File: config.mk
export PLATFORM = sky130hd
export DESIGN_NAME = ext_pipe
export DESIGN_NICKNAME = d
export VERILOG_FILES = /design/src/rtl/ext_pkg.sv /design/src/rtl/ext_skid.sv /design/src/rtl/ext_pipe.sv
export SDC_FILE = /design/constraint.sdc
export NUM_CORES = 1
export LEC_CHECK = 0
export ABC_CLOCK_PERIOD_IN_PS = 3560
export CAP_MARGIN = 20
export CORE_ASPECT_RATIO = 2
export CORE_MARGIN = 3
export CORE_UTILIZATION = 45
export CTS_CLUSTER_SIZE = 14
export DETAILED_ROUTE_END_ITERATION = 16
export PLACE_DENSITY_LB_ADDON = 0.12
export SYNTH_ARGS = -nofsm -noshare
export SYNTH_HDL_FRONTEND = slang
export SYNTH_SLANG_ARGS = --single-unit
File: constraint.sdc
create_clock -name clk -period 3.56 [get_ports clk]
set_clock_uncertainty 0.05 [all_clocks]
set_input_delay 0.712 -clock clk [delete_from_list [all_inputs] [get_ports clk]]
set_output_delay 0.712 -clock clk [all_outputs]
set_load 0.03 [all_outputs]
File: src/rtl/ext_pkg.sv
// Shared definitions for the immediate extender: opcode encodings.
package ext_pkg;

    typedef logic [2:0] eop_t;

    localparam eop_t EOP_SIGN  = 3'b000;
    localparam eop_t EOP_ZERO  = 3'b001;
    localparam eop_t EOP_UPPER = 3'b010;
    localparam eop_t EOP_SBR   = 3'b011;
    localparam eop_t EOP_ZBR   = 3'b100;

endpackage

File: src/rtl/ext_skid.sv
// Generic 2-entry valid/ready buffer. in_ready depends only on registered
// occupancy, so there is no combinational path from out_ready to in_ready.
module ext_skid #(
    parameter int unsigned W = 33
) (
    input  logic         clk,
    input  logic         reset_n,
    input  logic         in_valid,
    output logic         in_ready,
    input  logic [W-1:0] in_data,
    output logic         out_valid,
    input  logic         out_ready,
    output logic [W-1:0] out_data
);

    logic [W-1:0] mem [2];
    logic         wr_ptr;
    logic         rd_ptr;
    logic [1:0]   count;
    logic         push;
    logic         pop;

    assign in_ready  = reset_n & (count != 2'd2);
    assign out_valid = (count != 2'd0);
    assign out_data  = mem[rd_ptr];
    assign push      = in_valid & in_ready;
    assign pop       = out_valid & out_ready;

    // Storage, pointers and occupancy; reset clears entries so the head reads zero.
    always_ff @(posedge clk) begin
        if (!reset_n) begin
            mem[0] <= '0;
            mem[1] <= '0;
            wr_ptr <= 1'b0;
            rd_ptr <= 1'b0;
            count  <= 2'd0;
        end else begin
            if (push) begin
                mem[wr_ptr] <= in_data;
                wr_ptr      <= ~wr_ptr;
            end
            if (pop) begin
                rd_ptr <= ~rd_ptr;
            end
            case ({push, pop})
                2'b10:   count <= count + 2'd1;
                2'b01:   count <= count - 2'd1;
                default: count <= count;
            endcase
        end
    end

endmodule

File: src/rtl/ext_pipe.sv
// Pipelined immediate extender: combinational extension mux feeding a
// 2-entry skid buffer, plus a sticky illegal-opcode flag.
module ext_pipe
    import ext_pkg::*;
#(
    parameter int unsigned IMM_W    = 16,
    parameter int unsigned DATA_W   = 32,
    parameter int unsigned BR_SHIFT = 2
) (
    input  logic              clk,
    input  logic              reset_n,
    input  logic              in_valid,
    output logic              in_ready,
    input  logic [IMM_W-1:0]  in_imm,
    input  logic [2:0]        in_eop,
    output logic              out_valid,
    input  logic              out_ready,
    output logic [DATA_W-1:0] out_data,
    output logic              out_err,
    output logic              err_sticky
);

    logic [DATA_W-1:0] sext;
    logic [DATA_W-1:0] zext;
    logic [DATA_W-1:0] ext_data;
    logic              ext_err;
    logic [DATA_W:0]   head;

    assign sext = DATA_W'(signed'(in_imm));
    assign zext = DATA_W'(in_imm);

    // Select the extended operand for the incoming beat; illegal opcodes give zero data.
    always_comb begin
        ext_data = '0;
        ext_err  = 1'b0;
        case (eop_t'(in_eop))
            EOP_SIGN:  ext_data = sext;
            EOP_ZERO:  ext_data = zext;
            EOP_UPPER: ext_data = zext << (DATA_W - IMM_W);
            EOP_SBR:   ext_data = sext << BR_SHIFT;
            EOP_ZBR:   ext_data = zext << BR_SHIFT;
            default:   ext_err  = 1'b1;
        endcase
    end

    ext_skid #(
        .W(DATA_W + 1)
    ) u_skid (
        .clk       (clk),
        .reset_n   (reset_n),
        .in_valid  (in_valid),
        .in_ready  (in_ready),
        .in_data   ({ext_data, ext_err}),
        .out_valid (out_valid),
        .out_ready (out_ready),
        .out_data  (head)
    );

    assign out_data = head[DATA_W:1];
    assign out_err  = head[0];

    // Latch any accepted illegal opcode until reset.
    always_ff @(posedge clk) begin
        if (!reset_n) begin
            err_sticky <= 1'b0;
        end else if (in_valid && in_ready && ext_err) begin
            err_sticky <= 1'b1;
        end
    end

endmodule

# == Word-level counts from Yosys, hierarchy flattened ==
# Memory sizes are Yosys's and may differ from the RTL's. A register that Yosys moved wholly into a read port is not among the register bits.
# Index checks and enable logic that the tools add are counted.
# word_totals
mem_count,1
reg_bits,5
ram_bits,66
in_bits,23
# classes
n_eq_ne,7
addsub,2
n_bitwise,5
muxes,12
reduce_logical,7
# mem_list
memory,words,width,rd,rd_clocked_by_memory_dff,wr,line_no,text
u_skid.mem,2,33,1,1,2,ext_skid.sv:16,logic [W-1:0] mem [2];
# ops
op,count
$pmux W32 S5,1
$mux W33,1
$reduce_or A33 Y1,1
$mux W1,9
$eq A3 B2 Y1 const B,2
$reduce_or A5 Y1,1
$pmux W2 S2,1
$reduce_bool A2 Y1,2
$and A1 B1 Y1,3
$eq A3 B1 Y1 const B,1
$eq A3 B3 Y1 const B,1
$logic_not A3 Y1,1
$add A2 B1 Y2 const B,1
$eq A2 B1 Y1 const B,1
$eq A2 B2 Y1 const B,1
$logic_and A1 B1 Y1,2
$ne A2 B2 Y1 const B,1
$not A1 Y1,2
$sub A2 B1 Y2 const B,1

# == Longest topological paths before layout ==
# depth
depth_word,8
mapped_depth,6
depth_no_buf,6

# == By module ==
# A second synthesis with hierarchy kept.
# unflattened
hier_cells,317
hier_area_um2,3778.6
# by_module_without_submodules
mod,area_per_inst_um2,cells_each,n_inst
ext_skid,3136.8,242,1
ext_pipe,641.9,75,1

# == Worst setup path before layout ==
# OpenSTA, ideal clock, no wires.
# synth_timing
path_type,input-to-reg
from,input port in_valid
to,memory u_skid.mem[1][0] (enable)
setup_ps,391
t_arrival_ps,1816
slack_ps,1304
path_buffers,1
cell_stages,3
cell_sequence,nand4_1 -> buf_2 -> nand2_1
# synth_lines
item,line_no,text
from (decl),ext_pipe.sv:12,"input logic in_valid,"
to (decl),ext_skid.sv:16,

# == Worst setup path in the final report ==
# layout_timing
from,input port reset_n
to,output port in_ready
# layout_between
elab_chain_cells,1
# layout_lines
item,line_no,text
from (decl),ext_pipe.sv:11,"input logic reset_n,"
$and A1 B1 Y1,ext_skid.sv:23,assign in_ready = reset_n & (count != 2'd2);
to (decl),ext_pipe.sv:13,"output logic in_ready,"
# Every way passes these cells.

==> results.toml <==
[global_routing]
grt_start_max_net_pins = 34
grt_pass1_vias = 2374
grt_overflow = 0
grt_first_pass_wirelength_um = 12400
grt_usage = 0.1898
antenna_found_initial = 0

[detailed_routing]
drt_wl_total_um = 7898
firstDrtPassIters = 7
wl_per_cell_um = 18.28
avgViaCountPerCell = 5.662
vias = 2446
ant_nets = 0
dr.first_iter.drc_count = 213
drcViolationCount = 0

[sta]
min_period_over_period = 0.8385
hold_viol = 0
rsz0062_at_grt = "no"
worst_slack_ps = 574.8
setup_viol = 0
finalCriticalPeriod_ps = 2985
slew_headroom = 0.2535
finalMaxSlewViolations = 0
fmax_mhz = 335.0
worstMarginPinSlew_ps = 1117
fin_setup_tns_ps = 0

[final_layout]
diodes = 0
nets = 357
syn_to_final_growth_pct = 26.82
drive_gt1_frac = 0.1953

[clock_tree]
ctsResizeCount = 0
cts_buffer_depth = 2
clk-insertion-delay-late_ps = 330
htree_levels = 3
cts_setup_buffers = 0
cts.clk_slew.worst_paths_ps = 50
cts_buffers = 9
tritoncts = "done"
cts_root_buffer = "clkbuf_16"
holdBufCountCts = 0
clock_sinks = 72

[power_and_ir_drop]
total_power_mw = 2.866
p_per_area_nw_per_um2 = 639.8
leakage_nw = 1.562
ir_drop_uv = 389.9

[critical_path]
crit_required_ps = 2800
cpPeakStageDelay_ps = 660
path_cells = "clkdlybuf4s50_1 > and2_1 > clkdlybuf4s50_1"
cp_max_fo = 12
rr_worst_depth = 5
cpMaxStageDelayCell = "clkdlybuf4s50_1"
cp.buffers_inverters = 2
worst_path_most_repeated_cell = "clkdlybuf4s50_1"
arrival_ps = 2220
crit_type = "primary input to output port"
critPathCaptureType = "output port"
crit_path_start_kind = "primary input"
critical_path_depth = 3
path_delay_family = "buffers and inverters"

[synthesis]
netlist_instances = 279
synthTopCellsByArea = "edfxtp_1, mux2_2, nor2_1"
syn-cell-area_sq_um = 3532
synth.top_cell.area_share = 0.5611
yosys.area.top_type = "edfxtp_1"
synthesis.nets = 303
yosys_warnings = 0
ys_seq_area_frac = 0.5951
synth.avg_cell_area_sq_um = 12.66
ys_seq_elements = 72
ys_types = 34

[die]
die_y_um = 131.3
num_rows = 45
core_region_area_sq_um = 7601
io_pins = 59
initial_core_util = 0.4647
dieArea_sq_um = 9012
die_w_um = 68.65

[placement]
dp_hpwl_um = 5087
routabilityCongestion = 0.7482
port_buffers = 58
preCtsSetupSlack_ps = 418.9

[min_path]
min_path_type = "flip-flop to flip-flop"
hold_path_depth = 2

[run]
drv_cap = 0

[outcome]
status = "finished, final reports clean"
[synth_stat cells]
library cell and count:
nor2_1 63, ha_1 1, o21ai_0 4, mux2i_1 1, nor3_1 2, or3_1 1
nor4bb_1 14, clkbuf_1 4, nand3_1 1, nor3b_2 1, dfxtp_1 6, nand2_1 7
a211oi_1 1, nand2b_1 1, a22oi_1 14, nor2_2 1, a221oi_1 6, nand4_1 2
nor2b_1 4, buf_6 1, o21a_1 1, edfxtp_1 66, buf_2 18, o21ai_1 1
and3b_1 1, a221oi_2 7, inv_1 3, and4b_1 1, a21oi_1 2, and2_1 3
mux2_2 35, or2_2 1, xnor2_1 4, a21boi_0 1
[state kept, by name, summed over array words and instances (netlist names), named ones only]
name / flops
u_skid.mem: 66
u_skid.count: 2
err_sticky: 1
u_skid.rd_ptr: 1
u_skid.wr_ptr: 1
[worst min-delay path, cell delays in order, from the launching register on]
cell	delay (ps)
dfxtp_1	330
nand2_1	50
o21ai_0	60
[final cells by class]
class | instances | area (sq um)
Clock buffer | 13 | 250.2
Clock inverter | 3 | 42.54
Fill cell | 649 | 3122
Inverter | 3 | 11.26
Multi-Input combinational cell | 181 | 1303
Sequential cell | 72 | 2102
Tap cell | 94 | 117.6
Timing Repair Buffer | 66 | 653.1
[routing by layer]
layer	GRT usage	share of wire	up-vias	wire length [um]
met5	0	0	-	0
met4	0.06645	0.016	0	130
met3	0.04705	0.054	11	424
met2	0.3007	0.53	81	4168
met1	0.2463	0.40	1203	3173
li1	-	-	1151	-
[path summary, 6_finish.rpt]
path	startpoint	to	slack, ps
min	err_sticky$_SDFFE_PN0P_	err_sticky$_SDFFE_PN0P_	420
max reg2reg	u_skid.count[0]$_SDFFE_PN0P_	u_skid.count[1]$_SDFFE_PN0P_	1710
min reg2reg	err_sticky$_SDFFE_PN0P_	err_sticky$_SDFFE_PN0P_	420
max	reset_n	in_ready	570
[placed cells by master (no fill, tap or decap), types with 6 or more instances in the layout]
| cell type | Yosys | routed |
|---|---|---|
| nor4bb_1 | 14 | 14 |
| mux2_2 | 35 | 35 |
| dfxtp_1 | 6 | 6 |
| a221oi_2 | 7 | 7 |
| edfxtp_1 | 66 | 66 |
| buf_4 | 0 | 7 |
| a22oi_1 | 14 | 14 |
| a221oi_1 | 6 | 6 |
| nor2_1 | 63 | 63 |
| clkdlybuf4s50_1 | 0 | 58 |
| clkbuf_16 | 0 | 9 |
| nand2_1 | 7 | 7 |
[stage by stage]
step	hold slack [ps]	util	instance area [sq um]	instances
floorplan	412.1	-	3532	279
global placement	399.0	0.5508	4187	416
detailed placement	409.0	0.5508	4187	416
CTS	421.6	0.5893	4479	432
global route	465.3	0.5893	4479	432
finish	418.8	0.5893	4479	432
[power by group]
group	internal, mW	total (mW)	leakage [nW]	switching [mW]
registers	1.03	1.08	0.741	0.0487
logic	0.411	0.911	0.680	0.500
clock network	0.561	0.880	0.140	0.319
total	2.00	2.87	1.56	0.868
[cell families (layout without fill, tap and decap cells)]
logic type | Yosys count | in the layout | synth area share
mux | 36 | 36 | 0.1144
xor+xnor | 4 | 4 | 0.009918
buf+inv | 26 | 85 | 0.03613
compound gates | 37 | 37 | 0.09068
flops | 72 | 72 | 0.5951
simple gates | 103 | 103 | 0.1502
fa+ha+maj | 1 | 1 | 0.003542
Power figures use the tool's default switching activity.
